**src/rtl/fwd_pkg.sv**
```systemverilog
// Shared definitions for the MEM-stage forwarding history block.
package fwd_pkg;

    // Lookup port roles.
    localparam int PORT_ADDR  = 0;
    localparam int PORT_WDATA = 1;

    // Field widths of a history record in the default configuration.
    localparam int REC_REG_AW = 3;
    localparam int REC_DATA_W = 16;

    // One write-back record: up to two register writes (second one used by SWAP).
    // The top module stores the same fields in arrays sized by its own parameters.
    typedef struct packed {
        logic                  v1;
        logic [REC_REG_AW-1:0] r1;
        logic [REC_DATA_W-1:0] d1;
        logic                  v2;
        logic [REC_REG_AW-1:0] r2;
        logic [REC_DATA_W-1:0] d2;
    } fwd_rec_t;

    // Width of a per-port age code: 0 = live WB, 1..depth = history record.
    function automatic int age_w(input int depth);
        return $clog2(depth + 2);
    endfunction

    // Width of the occupancy counter: 0..depth.
    function automatic int occ_w(input int depth);
        return $clog2(depth + 1);
    endfunction

endpackage

```
**src/rtl/fwd_lookup.sv**
```systemverilog
// Per-port youngest-wins match of one source register against live WB and history.
module fwd_lookup
    import fwd_pkg::*;
#(
    parameter  int REG_AW = 3,
    parameter  int DATA_W = 16,
    parameter  int DEPTH  = 2,
    localparam int AGE_W  = age_w(DEPTH)
) (
    input  logic [REG_AW-1:0]       src_reg,
    input  logic                    wb_we1,
    input  logic [REG_AW-1:0]       wb_rdst1,
    input  logic [DATA_W-1:0]       wb_data1,
    input  logic                    wb_we2,
    input  logic [REG_AW-1:0]       wb_rdst2,
    input  logic [DATA_W-1:0]       wb_data2,
    input  logic [DEPTH-1:0]        h_v1,
    input  logic [DEPTH*REG_AW-1:0] h_r1,
    input  logic [DEPTH*DATA_W-1:0] h_d1,
    input  logic [DEPTH-1:0]        h_v2,
    input  logic [DEPTH*REG_AW-1:0] h_r2,
    input  logic [DEPTH*DATA_W-1:0] h_d2,
    output logic                    hit,
    output logic [DATA_W-1:0]       data,
    output logic [AGE_W-1:0]        age
);

    // Scan oldest to youngest so later (younger) matches overwrite earlier ones;
    // within a record write 2 is checked after write 1 so it wins.
    always_comb begin
        hit  = 1'b0;
        data = '0;
        age  = '0;
        for (int k = DEPTH - 1; k >= 0; k--) begin
            if (h_v1[k] && (h_r1[k*REG_AW +: REG_AW] == src_reg)) begin
                hit  = 1'b1;
                data = h_d1[k*DATA_W +: DATA_W];
                age  = AGE_W'(k + 1);
            end
            if (h_v2[k] && (h_r2[k*REG_AW +: REG_AW] == src_reg)) begin
                hit  = 1'b1;
                data = h_d2[k*DATA_W +: DATA_W];
                age  = AGE_W'(k + 1);
            end
        end
        if (wb_we1 && (wb_rdst1 == src_reg)) begin
            hit  = 1'b1;
            data = wb_data1;
            age  = '0;
        end
        if (wb_we2 && (wb_rdst2 == src_reg)) begin
            hit  = 1'b1;
            data = wb_data2;
            age  = '0;
        end
    end

endmodule

```
**src/rtl/mem_fwd_history.sv**
```systemverilog
// MEM-stage forwarding with a DEPTH-record write-back history and occupancy count.
module mem_fwd_history
    import fwd_pkg::*;
#(
    parameter  int REG_AW    = 3,
    parameter  int DATA_W    = 16,
    parameter  int DEPTH     = 2,
    parameter  int NUM_PORTS = 2,
    localparam int AGE_W     = age_w(DEPTH),
    localparam int OCC_W     = occ_w(DEPTH)
) (
    input  logic                        clk,
    input  logic                        rst_n,
    input  logic                        advance_in,
    input  logic                        flush_in,
    input  logic                        wb_we1_in,
    input  logic [REG_AW-1:0]           wb_rdst1_in,
    input  logic [DATA_W-1:0]           wb_data1_in,
    input  logic                        wb_we2_in,
    input  logic [REG_AW-1:0]           wb_rdst2_in,
    input  logic [DATA_W-1:0]           wb_data2_in,
    input  logic [NUM_PORTS*REG_AW-1:0] src_reg_in,
    output logic [NUM_PORTS-1:0]        fwd_hit_out,
    output logic [NUM_PORTS*DATA_W-1:0] fwd_data_out,
    output logic [NUM_PORTS*AGE_W-1:0]  fwd_age_out,
    output logic [OCC_W-1:0]            occ_out
);

    // History storage; slot k-1 holds record k (slot 0 = youngest).
    logic [DEPTH-1:0]        h_v1, h_v2;
    logic [DEPTH*REG_AW-1:0] h_r1, h_r2;
    logic [DEPTH*DATA_W-1:0] h_d1, h_d2;
    logic [OCC_W-1:0]        occ_q;
    logic [OCC_W-1:0]        occ_next;
    logic [OCC_W:0]          occ_ext;

    // Occupancy after an advance: +1 for a non-empty incoming record, -1 for a
    // non-empty record falling off the end, clamped to DEPTH.
    always_comb begin
        occ_ext = {1'b0, occ_q} + (OCC_W + 1)'(wb_we1_in | wb_we2_in);
        if ((h_v1[DEPTH-1] | h_v2[DEPTH-1]) && (occ_ext != '0)) begin
            occ_ext = occ_ext - 1'b1;
        end
        if (occ_ext > (OCC_W + 1)'(DEPTH)) begin
            occ_ext = (OCC_W + 1)'(DEPTH);
        end
        occ_next = occ_ext[OCC_W-1:0];
    end

    // History shift register and occupancy counter: reset, flush, capture or hold.
    always_ff @(posedge clk) begin
        if (!rst_n) begin
            h_v1  <= '0;
            h_v2  <= '0;
            h_r1  <= '0;
            h_r2  <= '0;
            h_d1  <= '0;
            h_d2  <= '0;
            occ_q <= '0;
        end else if (flush_in) begin
            h_v1  <= '0;
            h_v2  <= '0;
            occ_q <= '0;
        end else if (advance_in) begin
            for (int k = DEPTH - 1; k >= 1; k--) begin
                h_v1[k]                 <= h_v1[k-1];
                h_v2[k]                 <= h_v2[k-1];
                h_r1[k*REG_AW +: REG_AW] <= h_r1[(k-1)*REG_AW +: REG_AW];
                h_r2[k*REG_AW +: REG_AW] <= h_r2[(k-1)*REG_AW +: REG_AW];
                h_d1[k*DATA_W +: DATA_W] <= h_d1[(k-1)*DATA_W +: DATA_W];
                h_d2[k*DATA_W +: DATA_W] <= h_d2[(k-1)*DATA_W +: DATA_W];
            end
            h_v1[0]           <= wb_we1_in;
            h_v2[0]           <= wb_we2_in;
            h_r1[REG_AW-1:0]  <= wb_rdst1_in;
            h_r2[REG_AW-1:0]  <= wb_rdst2_in;
            h_d1[DATA_W-1:0]  <= wb_data1_in;
            h_d2[DATA_W-1:0]  <= wb_data2_in;
            occ_q             <= occ_next;
        end
    end

    assign occ_out = occ_q;

    // One independent lookup per source-operand port.
    for (genvar p = 0; p < NUM_PORTS; p++) begin : g_port
        fwd_lookup #(
            .REG_AW (REG_AW),
            .DATA_W (DATA_W),
            .DEPTH  (DEPTH)
        ) u_lookup (
            .src_reg  (src_reg_in[p*REG_AW +: REG_AW]),
            .wb_we1   (wb_we1_in),
            .wb_rdst1 (wb_rdst1_in),
            .wb_data1 (wb_data1_in),
            .wb_we2   (wb_we2_in),
            .wb_rdst2 (wb_rdst2_in),
            .wb_data2 (wb_data2_in),
            .h_v1     (h_v1),
            .h_r1     (h_r1),
            .h_d1     (h_d1),
            .h_v2     (h_v2),
            .h_r2     (h_r2),
            .h_d2     (h_d2),
            .hit      (fwd_hit_out[p]),
            .data     (fwd_data_out[p*DATA_W +: DATA_W]),
            .age      (fwd_age_out[p*AGE_W +: AGE_W])
        );
    end

endmodule

```
**config.mk**
```make
export PLATFORM = sky130hd
export DESIGN_NAME = mem_fwd_history
export DESIGN_NICKNAME = d
export VERILOG_FILES = /design/src/rtl/fwd_pkg.sv /design/src/rtl/fwd_lookup.sv /design/src/rtl/mem_fwd_history.sv
export SDC_FILE = /design/constraint.sdc
export NUM_CORES = 1
export LEC_CHECK = 0
export BUFFER_PORTS_ARGS = -buffer_cell sky130_fd_sc_hd__buf_2
export CORE_MARGIN = 2
export CORE_UTILIZATION = 43
export CTS_CLUSTER_SIZE = 8
export DETAILED_ROUTE_END_ITERATION = 10
export SYNTH_ARGS = -nofsm -noshare
export SYNTH_HDL_FRONTEND = slang
export SYNTH_SLANG_ARGS = --single-unit
```
**constraint.sdc**
```tcl
create_clock -name clk -period 3.8 [get_ports clk]
set_clock_uncertainty 0.1 [all_clocks]
set_input_delay 0.76 -clock clk [delete_from_list [all_inputs] [get_ports clk]]
set_output_delay 0.76 -clock clk [all_outputs]
set_load 0.01 [all_outputs]
```
**Yosys cells after proc, flatten, opt, wreduce, memory -nomap -nowiden**

Cells that the tools add are included.

- Register bits: 82
- Latch bits: 0
- Memory bits (writable): 0
- Bits in read-only memories: 0
- Output and inout port bits: 40
- Logic and storage cells: 80
- Memories kept: 0

- Add/subtract/negate cells: 2
- Multipliers: 0
- Divide/modulo/power cells: 0
- $lt $le $gt $ge: 1
- Equal/unequal tests: 12
- Shifts and indexed selects: 0
- Mux-type cells: 38
- Bitwise logic cells: 4
- Reduce and logical (&&, ||, !) cells: 16

Operators by type and width:

| cell | number |
|---|---|
| two-way mux 16 bit | 12 |
| == test 3 bit | 12 |
| two-way mux 2 bit | 13 |
| logical AND 1 bit | 13 |
| two-way mux 1 bit | 12 |
| adder 2 x 1 -> 3 bit | 1 |
| > comparator 3 x 2 -> 1 bit (second input constant) | 1 |
| two-way mux 3 bit | 1 |
| nonzero test 3 bit | 1 |
| subtractor 3 x 1 -> 3 bit (second input constant) | 1 |
| NOT 1 bit | 2 |
| OR 1 bit | 2 |
| AND reduction 2 bit | 1 |
| OR reduction 2 bit | 1 |

**Depth between registers and ports, before layout**

- Depth in word-level cells: 8
- Depth in mapped cells: 11
- Gate-level depth less buffers: 9

**Modules after synthesis**

Synthesis repeated with hierarchy kept, for this count alone.

- Cells, all modules: 699
- Area total of the unflattened synthesis: 5159.9 sq um

Modules (own cells, without submodules):

| module | instances | cells an instance | area an instance (sq um) | sequential area each (sq um) |
|---|---|---|---|---|
| mem_fwd_history | 1 | 367 | 3180.6 | 1641.6 |
| fwd_lookup | 2 | 166 | 989.7 | 0.0 |

**Worst setup path before layout**

OpenSTA, ideal clock, no wires.

- Kind: input-to-output
- From: in src_reg_in[0]
- To: out fwd_hit_out[0]
- Arrival: 2359 ps
- Slack: 581 ps
- Stages: 8
- Cells stage by stage: buf_4 -> xnor2_1 -> and4_4 -> buf_6 -> or2_1 -> buf_2 -> or4_1 -> buf_4

- Cells in the longest elaborated chain, start to end: 8
- Elaborated cells on any way between the ends: 18
- Those cells by class: 6 x eq/ne; 6 x mux; 6 x reduce/logical

Ends and longest elaborated chain:

| what | RTL line | source |
|---|---|---|
| start: declaration | mem_fwd_history.sv:22 | `input logic [NUM_PORTS*REG_AW-1:0] src_reg_in,` |
| == test 3 bit | fwd_lookup.sv:35 | `if (h_v1[k] && (h_r1[k*REG_AW +: REG_AW] == src_reg)) begin` |
| logical AND 1 bit | fwd_lookup.sv:35 |  |
| two-way mux 1 bit | fwd_lookup.sv:35 |  |
| two-way mux 1 bit | fwd_lookup.sv:40 | `if (h_v2[k] && (h_r2[k*REG_AW +: REG_AW] == src_reg)) begin` |
| two-way mux 1 bit | fwd_lookup.sv:35 |  |
| two-way mux 1 bit | fwd_lookup.sv:40 |  |
| two-way mux 1 bit | fwd_lookup.sv:46 | `if (wb_we1 && (wb_rdst1 == src_reg)) begin` |
| two-way mux 1 bit (*) | fwd_lookup.sv:51 | `if (wb_we2 && (wb_rdst2 == src_reg)) begin` |
| end: declaration | mem_fwd_history.sv:23 | `output logic [NUM_PORTS-1:0] fwd_hit_out,` |

Mark *: on every way between the ends. The rest lies on a longest branch, timed or not.

**Final worst setup path**

- From: in src_reg_in[0]
- To: out fwd_data_out[3]

- Cells in the longest elaborated chain, start to end: 8
- Elaborated cells on any way between the ends: 18
- Those cells by class: 6 x eq/ne; 6 x mux; 6 x reduce/logical

Ends and longest elaborated chain:

| what | RTL line | source |
|---|---|---|
| == test 3 bit | fwd_lookup.sv:35 |  |
| logical AND 1 bit | fwd_lookup.sv:35 |  |
| two-way mux 16 bit | fwd_lookup.sv:35 |  |
| two-way mux 16 bit | fwd_lookup.sv:40 |  |
| two-way mux 16 bit | fwd_lookup.sv:35 |  |
| two-way mux 16 bit | fwd_lookup.sv:40 |  |
| two-way mux 16 bit | fwd_lookup.sv:46 |  |
| two-way mux 16 bit (*) | fwd_lookup.sv:51 |  |
| end: declaration | mem_fwd_history.sv:24 | `output logic [NUM_PORTS*DATA_W-1:0] fwd_data_out,` |

Marked as above.

==> results.py <==
metrics = {
    "outcome": {
        "status": "finished clean",
    },
    "yosys": {
        "syn_area_per_cell_sq_um": 7.651,
        "synth_top_area_share": 0.2872,
        "synth_cell_type_count": 38,
        "yosysTopAreaCell": "dfxtp_1",
        "synthCells": 747,
        "synth_nets": 802,
        "synth-main-ff-cell": "dfxtp_1",
        "ys_top_cells_by_area": "dfxtp_1 29%, nand2_1 12%, a311oi_1 10%",
        "synth_seq_cells": 82,
        "yosysSeqAreaShare": 0.2872,
        "synth_edf_count": 0,
        "syn_area_sq_um": 5715,
        "async_flop_share": 0,
        "yosys_warnings": 0,
    },
    "job": {
        "max_cap_violations": 0,
    },
    "timing": {
        "rsz0062_at_grt": "false",
        "worst_pin_slew_ns": 0.9286,
        "slew_viol_final": 0,
        "period_minus_slack_ns": 3.648,
        "tns_ns": 0,
        "max_slew_margin": 0.3809,
        "fin_crit_sh": 0.9599,
        "finalSetupViolCount": 0,
        "fmax_mhz": 274.2,
        "hold_viol": 0,
    },
    "placed_design": {
        "portBuffers": 89,
        "place_congestion": 0.9423,
        "place_hpwl_um": 16120,
        "placed_cells": 962,
        "placed_area_sq_um": 6225,
    },
    "drt": {
        "via_per_inst": 6.524,
        "wl_met3_um": 2120,
        "dr_wl_met2_um": 11060,
        "wire_per_inst_um": 24.03,
        "routed.top_layer": "met4",
        "ant_nets": 0,
        "remaining_drc_errors": 0,
        "wl_um": 23550,
        "drt-met1-wl_um": 9406,
        "drt-initial-drc-count": 802,
        "drtPass1Iterations": 6,
        "num_vias": 6394,
    },
    "cells_and_area": {
        "fill_cells": 1305,
        "synthToLayoutAreaGrowth_pct": 13.62,
        "final_cell_area_sq_um": 6494,
        "register_area_sq_um": 1642,
        "drive_gt1_frac": 0.1895,
        "nets": 852,
        "multi_input_area_sq_um": 3630,
        "final_cells": 980,
    },
    "clock_network": {
        "cts_setup_buffers": 0,
        "numCtsBuffers": 9,
        "htreeDepth": 3,
        "clkTransAtPathRegs_ns": 0.06,
        "cts_buffer_depth": 2,
        "cts_hold_buf": 0,
        "cts_tree": "built",
        "clockRootBuffer": "clkbuf_16",
        "clkLatencyLatePin_ns": 0.35,
        "cts_resized": 0,
        "clkSinkCount": 82,
    },
    "power": {
        "p_per_area_nw_per_um2": 333.9,
        "vdd_ir_drop_max_v": 0.0001938,
        "p_leak_nw": 2.318,
    },
    "global_routing": {
        "grt_pass1_vias": 6265,
        "grt_max_degree": 62,
        "grt_pass1_wl_um": 36110,
        "grt_overflow": 0,
        "track_usage": 0.3305,
        "antenna_found_initial": 2,
    },
    "die": {
        "die_area_sq_um": 14230,
        "die_h_um": 119.3,
        "initial_core_util": 0.4368,
        "rows": 42,
        "ioPinCount": 90,
        "die_w_um": 119.3,
        "core_area_sq_um": 13090,
    },
    "setup_path": {
        "critical_path.most_common_cell": "buf_2",
        "arrival_ns": 2.79,
        "path_cells": "buf_2, xnor2_1, and4_4, or2_1, o32ai_1, buf_2",
        "cp-start-kind": "primary input",
        "required_ns": 2.94,
        "cp-end-kind": "primary output",
        "crit_fanout": 18,
        "critPathSlowestCell": "o32ai_1",
        "cpPeakStageDelay_ns": 0.61,
        "r2r_slack_ns": 1.58,
        "crit_type": "in -> out",
    },
    "min_path": {
        "hold_path_class": "reg -> reg",
    },
}
flip-flops by register name (all words and copies together) (netlist names):
register	cells
h_r1	6
h_d2	32
h_d1	32
h_v2	2
h_v1	2
h_r2	6
occ_out	2
worst max-delay path, delay by kind of cell:
family	cells	cell delay, ns
simple gates	2	0.84
compound gates	1	0.61
buf+inv	2	0.40
xor+xnor	1	0.16
logic make-up after synthesis:
group                      count (synthesis)  share of synthesized area
AOI/OAI and AO/OA                        210                     0.2879
buffers and inverters                     87                    0.07946
muxes                                      4                   0.007006
and+or+nand+nor                          323                     0.2631
adders and majority gates                  5                    0.01095
DFF                                       82                     0.2872
xor gates and xnor gates                  36                    0.06436
synth_stat cells (5+ instances only):
master / instances
ha_1: 5
buf_4: 5
dfxtp_1: 82
buf_2: 9
a21boi_1: 33
o21ai_0: 10
nand2_1: 187
a311oi_1: 65
nor4_1: 64
buf_6: 13
xnor2_1: 18
xor2_2: 7
clkbuf_1: 51
buf_1: 5
o22ai_1: 21
a21boi_0: 43
xor2_1: 11
o32ai_1: 32
nor2_1: 41
placed cells by master, fill, tap and decap left out, types with 3 or more instances in the layout:
| master | netlist | routed |
|---|---|---|
| a21boi_0 | 43 | 43 |
| a21boi_1 | 33 | 33 |
| a311oi_1 | 65 | 65 |
| and4_1 | 4 | 4 |
| buf_2 | 9 | 89 |
| buf_4 | 5 | 31 |
| clkbuf_16 | 0 | 9 |
| clkinv_2 | 0 | 3 |
| dfxtp_1 | 82 | 82 |
| ha_1 | 5 | 5 |
| inv_1 | 3 | 3 |
| mux2i_1 | 4 | 4 |
| nand2_1 | 187 | 187 |
| nand4_1 | 4 | 4 |
| nor2_1 | 41 | 41 |
| nor4_1 | 64 | 64 |
| o21ai_0 | 10 | 10 |
| o22ai_1 | 21 | 21 |
| o32ai_1 | 32 | 32 |
| or4_1 | 3 | 3 |
| or4b_1 | 4 | 4 |
| xnor2_1 | 18 | 18 |
| xor2_1 | 11 | 11 |
| xor2_2 | 7 | 7 |
through the flow:
| step | util | total power [mW] | hold slack [ns] | setup slack, ns |
|---|---|---|---|---|
| after global routing | 0.4963 | 2.260 | 0.3806 | 0.06145 |
| after floorplan | - | 1.198 | 0.3353 | 0.5807 |
| final | 0.4963 | 2.168 | 0.3515 | 0.1524 |
| after CTS | 0.4959 | 2.181 | 0.3554 | 0.2261 |
| after detailed placement | 0.4757 | 1.383 | 0.3463 | 0.2302 |
| after global placement | 0.4757 | 1.377 | 0.3445 | 0.2449 |
where the power goes:
| group | total, mW | switching, mW | leakage, nW | internal (mW) |
|---|---|---|---|---|
| clock | 0.794 | 0.353 | 0.129 | 0.440 |
| sequential | 0.921 | 0.0339 | 0.666 | 0.887 |
| combinational | 0.454 | 0.300 | 1.52 | 0.154 |
| total | 2.17 | 0.687 | 2.32 | 1.48 |
worst paths after layout:
| check | from | to | cells past startpoint |
|---|---|---|---|
| worst max-delay path | src_reg_in[0] | fwd_data_out[3] | 6 |
| worst min-delay path | h_d2[29] | h_d2[29] | 2 |
| worst max register to register | occ_out[0] | occ_out[0] | 8 |
| worst min register to register | h_d2[29] | h_d2[29] | 2 |
layer usage:
| metal | GRT usage | vias up |
|---|---|---|
| li1 | - | 2889 |
| met1 | 0.4107 | 3034 |
| met2 | 0.5417 | 402 |
| met3 | 0.07328 | 69 |
| met4 | 0.1603 | 0 |
| met5 | 0 | - |
area by class of cell:
| cell class | instances | area share |
|---|---|---|
| diodes | 2 | 0.0007707 |
| clock buffers | 11 | 0.03584 |
| clock inverters | 5 | 0.004817 |
| inverters | 4 | 0.002312 |
| multi-input cells | 578 | 0.5590 |
| flip-flops and latches | 82 | 0.2528 |
| well taps | 176 | 0.03391 |
| repair buffers | 122 | 0.1106 |
Note: power is estimated with default switching activity, not from simulation.
